$ cat config.mk
export PLATFORM = sky130hd
export DESIGN_NAME = stream_demux
export DESIGN_NICKNAME = d
export VERILOG_FILES = /design/src/rtl/stream_demux.sv
export SDC_FILE = /design/constraint.sdc
export NUM_CORES = 1
export LEC_CHECK = 0
export CORE_MARGIN = 5
export CORE_UTILIZATION = 38
export DETAILED_ROUTE_END_ITERATION = 7
export SLEW_MARGIN = 20
export SYNTH_ARGS = -nofsm -noshare
export SYNTH_HDL_FRONTEND = slang
export SYNTH_SLANG_ARGS = --single-unit
$ cat constraint.sdc
create_clock -name clk -period 3.65 [get_ports clk]
set_input_delay 0.365 -clock clk [delete_from_list [all_inputs] [get_ports clk]]
set_output_delay 0.365 -clock clk [all_outputs]
set_load 0.01 [all_outputs]
$ cat src/rtl/stream_demux.sv
// -----------------------------------------------------------------------------
// stream_demux
//
// Routes one inbound valid/ready stream to one of two outbound streams (A or B)
// according to a per-word select bit. Each destination owns a small FIFO, so a
// stalled consumer only holds back words that are addressed to it. Words
// delivered on each destination are counted by a free-running 8-bit counter.
//
// Ports
//   clk          : single clock, all state changes on its rising edge
//   rst          : synchronous active-high reset
//   src_data     : inbound word
//   src_sel      : destination select, 0 -> A, 1 -> B
//   src_valid    : inbound word and select are valid
//   src_ready    : selected destination buffer can take a word this cycle
//   dsta_data    : head word of buffer A (zero when A is empty)
//   dsta_valid   : buffer A holds at least one word
//   dsta_ready   : consumer A takes the head word
//   dstb_*       : same as dsta_* for buffer B
//   cnta / cntb  : words delivered on A / B, wrapping at 256
//
// Parameters
//   WIDTH : data word width in bits
//   DEPTH : entries per destination buffer, power of two from 2 to 16
// -----------------------------------------------------------------------------

// -----------------------------------------------------------------------------
// stream_demux_fifo
//
// Single-clock FIFO used for each destination. Pointers carry one extra bit
// beyond the address so that full and empty can be told apart when the
// address bits match.
//
// Ports
//   clk, rst   : clock and synchronous active-high reset
//   wr_en_i    : write request (ignored while full)
//   wr_data_i  : word to write
//   rd_en_i    : read request (ignored while empty)
//   rd_data_o  : head word, zero while empty
//   full_o     : all DEPTH entries occupied
//   empty_o    : no entries occupied
// -----------------------------------------------------------------------------
module stream_demux_fifo #(
  parameter int WIDTH = 8,
  parameter int DEPTH = 4
) (
  input  logic             clk,
  input  logic             rst,
  input  logic             wr_en_i,
  input  logic [WIDTH-1:0] wr_data_i,
  input  logic             rd_en_i,
  output logic [WIDTH-1:0] rd_data_o,
  output logic             full_o,
  output logic             empty_o
);

  localparam int AW = $clog2(DEPTH);
  localparam int PW = AW + 1;

  typedef logic [PW-1:0] ptr_t;

  localparam ptr_t PTR_ONE = ptr_t'(1);

  ptr_t             wr_ptr_q;
  ptr_t             wr_ptr_d;
  ptr_t             rd_ptr_q;
  ptr_t             rd_ptr_d;
  logic [WIDTH-1:0] mem_q [DEPTH];
  logic             wr_fire;
  logic             rd_fire;

  // Same address bits with differing wrap bits means the writer is exactly one
  // lap ahead of the reader.
  assign full_o  = (wr_ptr_q[AW] != rd_ptr_q[AW]) &&
                   (wr_ptr_q[AW-1:0] == rd_ptr_q[AW-1:0]);
  assign empty_o = (wr_ptr_q == rd_ptr_q);

  assign wr_fire = wr_en_i && !full_o;
  assign rd_fire = rd_en_i && !empty_o;

  // NOTE: every variable driven here gets a default first so no latch is inferred.
  always_comb begin
    wr_ptr_d = wr_ptr_q;
    rd_ptr_d = rd_ptr_q;
    if (wr_fire) begin
      wr_ptr_d = wr_ptr_q + PTR_ONE;
    end
    if (rd_fire) begin
      rd_ptr_d = rd_ptr_q + PTR_ONE;
    end
  end

  // NOTE: sequential state uses non-blocking assignments so all registers update together.
  always_ff @(posedge clk) begin
    if (rst) begin
      wr_ptr_q <= '0;
      rd_ptr_q <= '0;
    end else begin
      wr_ptr_q <= wr_ptr_d;
      rd_ptr_q <= rd_ptr_d;
    end
  end

  // NOTE: storage is deliberately left out of reset; the pointers alone decide
  // what is visible, and an unreset array maps onto plain RAM/flops cheaply.
  always_ff @(posedge clk) begin
    if (wr_fire) begin
      mem_q[wr_ptr_q[AW-1:0]] <= wr_data_i;
    end
  end

  // Zero while empty so stale storage never leaks onto the output bus.
  assign rd_data_o = empty_o ? '0 : mem_q[rd_ptr_q[AW-1:0]];

endmodule

module stream_demux #(
  parameter int WIDTH = 8,
  parameter int DEPTH = 4
) (
  input  logic             clk,
  input  logic             rst,
  input  logic [WIDTH-1:0] src_data,
  input  logic             src_sel,
  input  logic             src_valid,
  output logic             src_ready,
  output logic [WIDTH-1:0] dsta_data,
  output logic             dsta_valid,
  input  logic             dsta_ready,
  output logic [WIDTH-1:0] dstb_data,
  output logic             dstb_valid,
  input  logic             dstb_ready,
  output logic [7:0]       cnta,
  output logic [7:0]       cntb
);

  logic       a_full;
  logic       a_empty;
  logic       b_full;
  logic       b_empty;
  logic       src_fire;
  logic       a_wr;
  logic       b_wr;
  logic       a_rd;
  logic       b_rd;
  logic [7:0] cnta_q;
  logic [7:0] cnta_d;
  logic [7:0] cntb_q;
  logic [7:0] cntb_d;

  // Ready depends only on the addressed buffer, never on src_valid, and never
  // on a same-cycle read: a full buffer frees its slot one edge later.
  assign src_ready = src_sel ? !b_full : !a_full;
  assign src_fire  = src_valid && src_ready;
  assign a_wr      = src_fire && !src_sel;
  assign b_wr      = src_fire &&  src_sel;

  assign dsta_valid = !a_empty;
  assign dstb_valid = !b_empty;
  assign a_rd       = dsta_valid && dsta_ready;
  assign b_rd       = dstb_valid && dstb_ready;

  stream_demux_fifo #(
    .WIDTH (WIDTH),
    .DEPTH (DEPTH)
  ) u_fifo_a (
    .clk       (clk),
    .rst       (rst),
    .wr_en_i   (a_wr),
    .wr_data_i (src_data),
    .rd_en_i   (a_rd),
    .rd_data_o (dsta_data),
    .full_o    (a_full),
    .empty_o   (a_empty)
  );

  stream_demux_fifo #(
    .WIDTH (WIDTH),
    .DEPTH (DEPTH)
  ) u_fifo_b (
    .clk       (clk),
    .rst       (rst),
    .wr_en_i   (b_wr),
    .wr_data_i (src_data),
    .rd_en_i   (b_rd),
    .rd_data_o (dstb_data),
    .full_o    (b_full),
    .empty_o   (b_empty)
  );

  // Delivery counters wrap naturally at 8 bits.
  always_comb begin
    cnta_d = cnta_q;
    cntb_d = cntb_q;
    if (a_rd) begin
      cnta_d = cnta_q + 8'd1;
    end
    if (b_rd) begin
      cntb_d = cntb_q + 8'd1;
    end
  end

  always_ff @(posedge clk) begin
    if (rst) begin
      cnta_q <= 8'd0;
      cntb_q <= 8'd0;
    end else begin
      cnta_q <= cnta_d;
      cntb_q <= cntb_d;
    end
  end

  assign cnta = cnta_q;
  assign cntb = cntb_q;

endmodule

Yosys cells after proc, flatten, opt, wreduce, memory -nomap -nowiden
Memories as Yosys holds them, arrays and structs flattened. A register that Yosys moved wholly into a read port is not among the register bits.
Cells that the tools add are included.

word-level totals
  memory bits (read-only) = 0
  memories kept = 2
  RAM bits = 64
  bits in registers = 28
  logic and storage cells = 47
  output and inout bits = 35
  input port bits = 14
  latch bits = 0

memories
  name            words  width  rd ports  clocked after memory_dff  write ports  line  text
  u_fifo_a.mem_q  4      8      1         1                         1            68    logic [WIDTH-1:0] mem_q [DEPTH];
  u_fifo_b.mem_q  4      8      1         1                         1            68

cells by class
  $add $sub $neg = 6
  reduce and logical (&&, ||, !) cells = 16
  bitwise logic cells = 0
  magnitude comparators = 0
  muxes and demuxes = 11
  multiply operators = 0
  div/mod/pow operators = 0
  equal/unequal tests = 6
  shift operators = 0

operator list
  kind                 number
  $add 8x1->8 const B  2
  $mux 8               2
  $add 3x1->3 const B  4
  $logic_and 1x1->1    11
  $mux 2               4
  $eq 3x3->1           2
  $logic_not 1->1      5
  $mux 1               5
  $eq 2x2->1           2
  $ne 1x1->1           2

Longest topological paths before layout
Gate-level depths: netlist of the first run.

  depth in word-level cells = 9
  mapped depth = 5
  mapped depth without buffers = 5

By module
Synthesis of the first run repeated with hierarchy kept, for this count alone.

unflattened totals
  cells, all modules = 322
  area, all modules = 4265.3 µm²

modules (own cells, without submodules)
  module             times used  sequential area each (µm²)  cells each  area each (µm²)
  stream_demux_fifo  2           1121.1                      119         1766.7
  stream_demux       1           320.3                       84          732.0

Worst setup path before layout of the first run
No wires, ideal clock.

  path kind = register to register
  start point = register u_fifo_a.wr_ptr_q[0]
  end point = memory u_fifo_a.mem_q[0][0], enable pin
  data arrival time = 1.394 ns
  library setup time = 0.332 ns
  data required time = 3.318 ns
  buffers on the path = 0
  clock period less this slack = 1.726 ns
  stages on the path, launching flop included = 4
  path slack = 1.924 ns
  path through = dfxtp_1 xnor2_1 a311oi_2 and2_1

on the way
  word-level cells in the longest chain between the ends = 9

ends and longest elaborated chain
  item                          line     text
  start, declared               64       ptr_t wr_ptr_q;
  start signal, assigned        99       wr_ptr_q <= wr_ptr_d;
  $eq 2x2->1                    75       (wr_ptr_q[AW-1:0] == rd_ptr_q[AW-1:0]);
  $logic_and 1x1->1             74       assign full_o = (wr_ptr_q[AW] != rd_ptr_q[AW]) &&
  $logic_not 1->1               78, 153
  $mux 1                        153      assign src_ready = src_sel ? !b_full : !a_full;
  $logic_and 1x1->1             154      assign src_fire = src_valid && src_ready;
  $logic_and 1x1->1             155      assign a_wr = src_fire && !src_sel;
  $logic_and 1x1->1             78       assign wr_fire = wr_en_i && !full_o;
  $mux 1                        107      if (wr_fire) begin
  $mux 1 (not written as such)  108      mem_q[wr_ptr_q[AW-1:0]] <= wr_data_i;
  end, declared                 68

Several ways; a longest one is shown, not always the timed one.

Worst setup path after layout of the first run
  start point = register u_fifo_a.wr_ptr_q[1]
  end point = output port dsta_data[1]

on the way
  word-level cells in the longest chain between the ends = 2

ends and longest elaborated chain
  item           line  text
  $eq 3x3->1     76    assign empty_o = (wr_ptr_q == rd_ptr_q);
  $mux 8         113   assign rd_data_o = empty_o ? '0 : mem_q[rd_ptr_q[AW-1:0]];
  end, declared  127   output logic [WIDTH-1:0] dsta_data,

No other way between the ends.

==> results by group, run 1 <==
Status
  • Outcome: finished, final reports clean

Finish
  • Fraction of layout cells with a size suffix above 1: 12.0%
  • Post-route cell area: 4840 um^2
  • Area growth syn-to-layout: 21.2%
  • Nets: 355
  • Post-route core utilization: 47.1%
  • Finished Layout Cells: 470
  • Antenna fix cells: 0

Min path
  • Hold depth: 2
  • Worst hold path class: input port to flop

Setup path
  • Crit path max fanout: 11
  • Setup crit start kind: flop
  • WP data required: 3280 ps
  • Cell Chain, Critical Path: xnor2_1 > and3_1 > nor2b_1 > clkdlybuf4s50_1
  • Critical path class: flop to output port
  • R2r worst-path depth: 3
  • Critical path's slowest cell: and3_1
  • WP data arrival: 2310 ps
  • Largest stage delay, worst path: 520 ps
  • Worst setup EP type: output port

Floorplanning
  • I/O pins: 49
  • Die Wd: 113 um
  • Die area: 12700 um^2
  • CORE AREA: 10300 um^2
  • Starting Density: 38.8%
  • Die extent in y: 113 um
  • Rows: 37

Power
  • Lkg Pwr: 1.62 nW
  • Worst vdd ir: 205 uV
  • PwrDens: 493 nW/um^2

STA
  • Tcrit/Tclk final: 73.3%
  • Max Fclk: 374 MHz
  • Setup TNS: 0 ps
  • Setup violators final: 0
  • Clk_skew: 11.4 ps
  • Slew margin rel.: 57.4%
  • Slew Limit Fails: 0
  • Final Hold Viols: 0
  • Min Clock Period, post-route: 2670 ps
  • Worst slew pin tran: 629 ps
  • Hold slack: 470 ps
  • RSZ-0062 raised after global routing: false

Synthesis
  • Syn Nets: 303
  • Count of unique library cells instantiated by Yosys: 35
  • Mapped cell area: 3990 um^2
  • Synth Area in XOR/XNOR: 4.14%
  • Register area share after synthesis: 64.2%
  • Simple-gate portion of the synthesized area: 9.97%
  • Syn. warnings: 0
  • Fraction of synthesized area in multiplexers: 10.5%
  • Post-synthesis register bit count: 96
  • Adder-cell area share of the yosys netlist: 3.76%
  • Avg Inst Size Synth: 14.4 um^2
  • Post-synthesis compound-gate area fraction: 5.36%
  • Mapped Cells: 277
  • Largest family of logic cells by synthesized area: multiplexers

Global route
  • Vias in the first global route: 2333
  • GRT Util Overall: 12.0%
  • Global-route wire length before repair: 11900 um
  • Initial antenna violation count: 0
  • Largest net degree at the start of global routing: 31
  • Grt total ovfl: 0

Clock network
  • CTS tree: done
  • Max H-tree Level: 3
  • CTS-repair resized insts: 0
  • Max Buffers Root-to-Sink: 2
  • Skew-Pair Late Insertion Delay: 360 ps
  • Clock-pin slew on the worst setup and hold paths: 100 ps
  • Root Buffer: clkbuf_8
  • # Post-CTS Setup Buffers: 0
  • Clk sinks: 96
  • CTS buffer count: 9
  • CTS Hold Bufs: 0

Detailed routing
  • DRC Markers: 0
  • DR pass1 iterations: 4
  • Final WL: 7220 um
  • Post-DRT Antenna Nets: 0
  • DRT iter0 DRCs: 59
  • Drt via density: 4.86
  • Vias: 2284
  • Routed len/inst: 15.4 um

Placement
  • Dpl hpwl: 4930 um
  • Placed Instances: 454
  • Area after DPL: 4620 um^2
  • Port Buffer Count: 48
  • GP Congestion: 0.736

Job
  • Max-cap viol count: 0
[cells in the final DEF, fill, tap and decap left out, drive strengths merged]
| master | n |
|---|---|
| edfxtp | 64 |
| clkdlybuf4s50 | 47 |
| dfxtp | 32 |
| nor2 | 18 |
| mux4 | 16 |
| nor2b | 16 |
| a21oi | 13 |
| inv | 13 |
| ha | 12 |
| xnor2 | 10 |
| clkbuf | 9 |
| nand3 | 8 |
| nand2 | 8 |
| o21ai | 8 |
| or3 | 8 |
| xor2 | 8 |
| and2 | 7 |
| mux2i | 6 |
| and3 | 4 |
| o31ai | 4 |
| buf | 4 |
| a31oi | 3 |
| or4 | 3 |
| clkinv | 3 |
| a311oi | 2 |
| nor3 | 1 |
| a41oi | 1 |
| a31o | 1 |
| o311ai | 1 |
| or2 | 1 |
| a21bo | 1 |
| nand3b | 1 |
| bufinv | 1 |
[registers in the layout, indices dropped and copies added (netlist names), named ones only]
register and cells:
u_fifo_b.rd_ptr_q 3, u_fifo_a.rd_ptr_q 3, u_fifo_a.wr_ptr_q 3, u_fifo_a.mem_q 32, u_fifo_b.mem_q 32, u_fifo_b.wr_ptr_q 3
cntb 8, cnta 8
[worst max-delay path: cells and delay by family, from the launching register on]
family	cells	cell delay, ps
xor gates and xnor gates	1	460
buffers and inverters	1	490
DFF	1	370
and+or+nand+nor	2	620
[cell type report]
class                      instances  area [um^2]
fill                             947         5440
sequential                        96         2560
multi-input combinational        161         1350
timing repair buffer              51          498
tap                              136          170
clock buffer                       9          124
clock inverter                     7         97.6
inverter                          10         37.5
[cells in the mapped netlist]
cell,count,area share (%)
edfxtp_1,64,48
dfxtp_1,32,16
nor2_1,18,1.7
mux4_2,16,9.0
nor2b_1,16,2.5
a21oi_1,13,1.6
ha_1,12,3.8
inv_1,10,0.94
xnor2_1,10,2.2
nand2_1,8,0.75
nand3_1,8,1.0
o21ai_0,8,1.0
or3_1,8,1.3
and2_1,7,1.1
xor2_1,7,1.5
mux2i_1,6,1.5
clkbuf_1,5,0.47
and3_1,4,0.63
o31ai_1,4,0.75
a31oi_1,3,0.47
or4_1,3,0.56
buf_2,2,0.25
a21bo_2,1,0.25
a311oi_1,1,0.22
a311oi_2,1,0.38
a31o_1,1,0.22
a41oi_1,1,0.22
buf_1,1,0.094
buf_4,1,0.19
clkbuf_2,1,0.13
nand3b_1,1,0.19
nor3_1,1,0.13
o311ai_1,1,0.22
or2_2,1,0.16
xor2_2,1,0.41
[cells by family (layout without fill, tap and decap cells)]
family / count (synthesis) / after routing
flip-flops: 96 / 96
buffers and inverters: 20 / 77
adder cells (fa/ha/maj): 12 / 12
AND/OR/NAND/NOR: 75 / 75
multiplexers: 22 / 22
AO/OA/AOI/OAI: 34 / 34
XOR/XNOR: 18 / 18
[path summary, 6_finish.rpt]
| kind | startpoint | end | slack [ps] |
|---|---|---|---|
| min reg2reg | cntb[7] | cntb[7] | 490 |
| max | u_fifo_a.wr_ptr_q[1] | dsta_data[1] | 980 |
| min | rst | cnta[0] | 470 |
| max reg2reg | u_fifo_a.wr_ptr_q[0] | u_fifo_a.mem_q[1][4] | 1590 |
[metal layers]
layer  vias up  track usage, %  part of all wire, %
met2        60            19.1                   45
met3        10            3.94                  5.3
met4         0            2.88                  1.1
met5         -               0                    0
met1      1090            15.9                   48
li1       1124               -                    -
[per-stage QoR]
step	setup WS (ps)	total power [mW]
global placement	1310	1.67
CTS	869	2.42
floorplan	1920	1.49
finish	975	2.38
global route	727	2.50
detailed placement	1300	1.67
[where the power goes]
group / internal (mW) / total [mW] / switching (mW)
Sequential: 1.20 / 1.25 / 0.0533
Combinational: 0.216 / 0.388 / 0.172
Clock: 0.339 / 0.747 / 0.408
Note: power is estimated with default switching activity, not from simulation.
==> inputs of run 2 (changes only) <==
clock period = 2.71 ns   (was 3.65 ns; I/O delays follow)
==> results by group, run 2 (synthesized netlist as in run 1, its figures left out) <==
STA
  • Slew margin rel.: 54.5% (-2.9 points)
  • Tcrit/Tclk final: 91.5%
  • Setup TNS: 0 ps (unchanged)
  • Setup violators final: 0 (unchanged)
  • Clk_skew: 14.3 ps (+2.90 ps)
  • Max Fclk: 403 MHz
  • Worst slew pin tran: 677 ps (+47.3 ps)
  • Slew Limit Fails: 0 (unchanged)
  • RSZ-0062 raised after global routing: false
  • Final Hold Viols: 0 (unchanged)
  • Min Clock Period, post-route: 2480 ps

Placement
  • Port Buffer Count: 48 (unchanged)
  • Dpl hpwl: 5010 um (+1.7%)
  • Area after DPL: 4640 um^2 (+0.49%)
  • GP Congestion: 0.763 (+3.7%)

Setup path
  • WP data required: 2440 ps (-840 ps)
  • Worst setup EP type: output port
  • Setup crit start kind: flop
  • Crit path max fanout: 8 (-3)
  • WP data arrival: 2210 ps (-100 ps)
  • Critical path class: flop to output port

Finish
  • Area growth syn-to-layout: 21.0%
  • Register area: 2560 um^2 (unchanged)
  • Multi-input logic area: 1350 um^2 (about the same)
  • Highest-count cells in the layout ignoring fill and taps: edfxtp_1 (64), clkdlybuf4s50_1 (48), dfxtp_1 (32)
  • Filler cells: 957 (+1.1%)
  • Nets: 358 (+0.85%)
  • Post-route cell area: 4830 um^2 (-0.16%)
  • Post-route core utilization: 47.0% (-0.073 points)
  • Antenna fix cells: 0 (unchanged)
  • Fraction of layout cells with a size suffix above 1: 12.8% (+0.78 points)
  • Most common cell after layout, fill and taps aside: edfxtp_1

Floorplanning
  • Starting Density: 38.8% (unchanged)
  • CORE AREA: 10300 um^2 (unchanged)
  • Die area: 12700 um^2 (unchanged)
  • Die extent in y: 113 um (unchanged)
  • Rows: 37 (unchanged)
  • Die Wd: 113 um (unchanged)
  • I/O pins: 49 (unchanged)

Detailed routing
  • DRT iter0 DRCs: 92 (+56%)
  • Post-DRT Antenna Nets: 0 (unchanged)
  • DRC Markers: 0 (unchanged)
  • Routed len/inst: 15.2 um (-0.79%)
  • Final WL: 7210 um (-0.15%)
  • DR pass1 iterations: 4 (unchanged)
  • Vias: 2325 (+1.8%)
  • Drt via density: 4.92 (+1.1%)

Global route
  • Initial antenna violation count: 0 (unchanged)
  • Grt total ovfl: 0 (unchanged)
  • Vias in the first global route: 2400 (+2.9%)
  • GRT Util Overall: 12.1% (+0.16 points)
  • Largest net degree at the start of global routing: 19 (-39%)
  • Global-route wire length before repair: 12100 um (+1.5%)

Clock network
  • CTS Hold Bufs: 0 (unchanged)
  • CTS buffer count: 9 (unchanged)
  • CTS tree: done
  • Skew-Pair Late Insertion Delay: 360 ps (about the same)
  • Root Buffer: clkbuf_8
  • Max Buffers Root-to-Sink: 2 (unchanged)
  • # Post-CTS Setup Buffers: 0 (unchanged)
  • Max H-tree Level: 3 (unchanged)
  • Clock-pin slew on the worst setup and hold paths: 100 ps (about the same)
  • CTS-repair resized insts: 0 (unchanged)
  • Clk sinks: 96 (unchanged)

Min path
  • Worst hold path class: flop to flop

Status
  • Outcome: finished, final reports clean

Power
  • Lkg Pwr: 1.62 nW (-0.14%)
  • PwrDens: 639 nW/um^2 (+30%)
  • Worst vdd ir: 281 uV (+37%)

Job
  • Max-cap viol count: 0 (unchanged)
==> run 2: critical path, stage by stage, from the launching register on <==
cell,delay [ps]
dfxtp_1,660
mux4_2,570
nor2b_1,140
clkdlybuf4s50_1,480
==> run 2: where the power goes <==
group / switching, mW / internal, mW
Sequential: 0.0575 / 1.61
Combinational: 0.248 / 0.299
Clock: 0.517 / 0.354
==> run 2: worst paths after layout <==
path	slack, ps	from	depth (start not counted)	endpoint
worst max-delay path	230	flop	3	dsta_data[3]
worst min-delay path	500	cnta[7]	2	cnta[7]
worst max register to register	790	u_fifo_b.wr_ptr_q[0]	3	u_fifo_b.mem_q[2][4]
worst min register to register	500	cnta[7]	2	cnta[7]
==> run 2: per-layer routing <==
metal / part of all wire (%) / up-vias / GRT usage [%]
li1: - / 1132 / -
met1: 49 / 1117 / 16.4
met5: 0 / - / 0
met2: 45 / 69 / 18.6
met4: 0.93 / 0 / 2.88
met3: 5.8 / 7 / 4.47
==> run 2: final cells by class <==
class | count | share of cell area, %
Clock inverter | 7 | 1.27
Sequential cell | 96 | 53.1
Multi-Input combinational cell | 161 | 27.9
Clock buffer | 9 | 2.56
Inverter | 10 | 0.777
Timing Repair Buffer | 54 | 10.9
Tap cell | 136 | 3.52
==> run 2: per-stage QoR <==
step / total power [mW] / setup slack [ps] / std cells / hold WS, ps
after floorplan: 2.00 / 984 / 277 / 370
after global placement: 2.25 / 527 / 457 / 470
after detailed placement: 2.26 / 502 / 457 / 479
after CTS: 3.12 / 73.0 / 473 / 499
after global routing: 3.26 / 36.8 / 473 / 519
final: 3.09 / 230 / 473 / 495
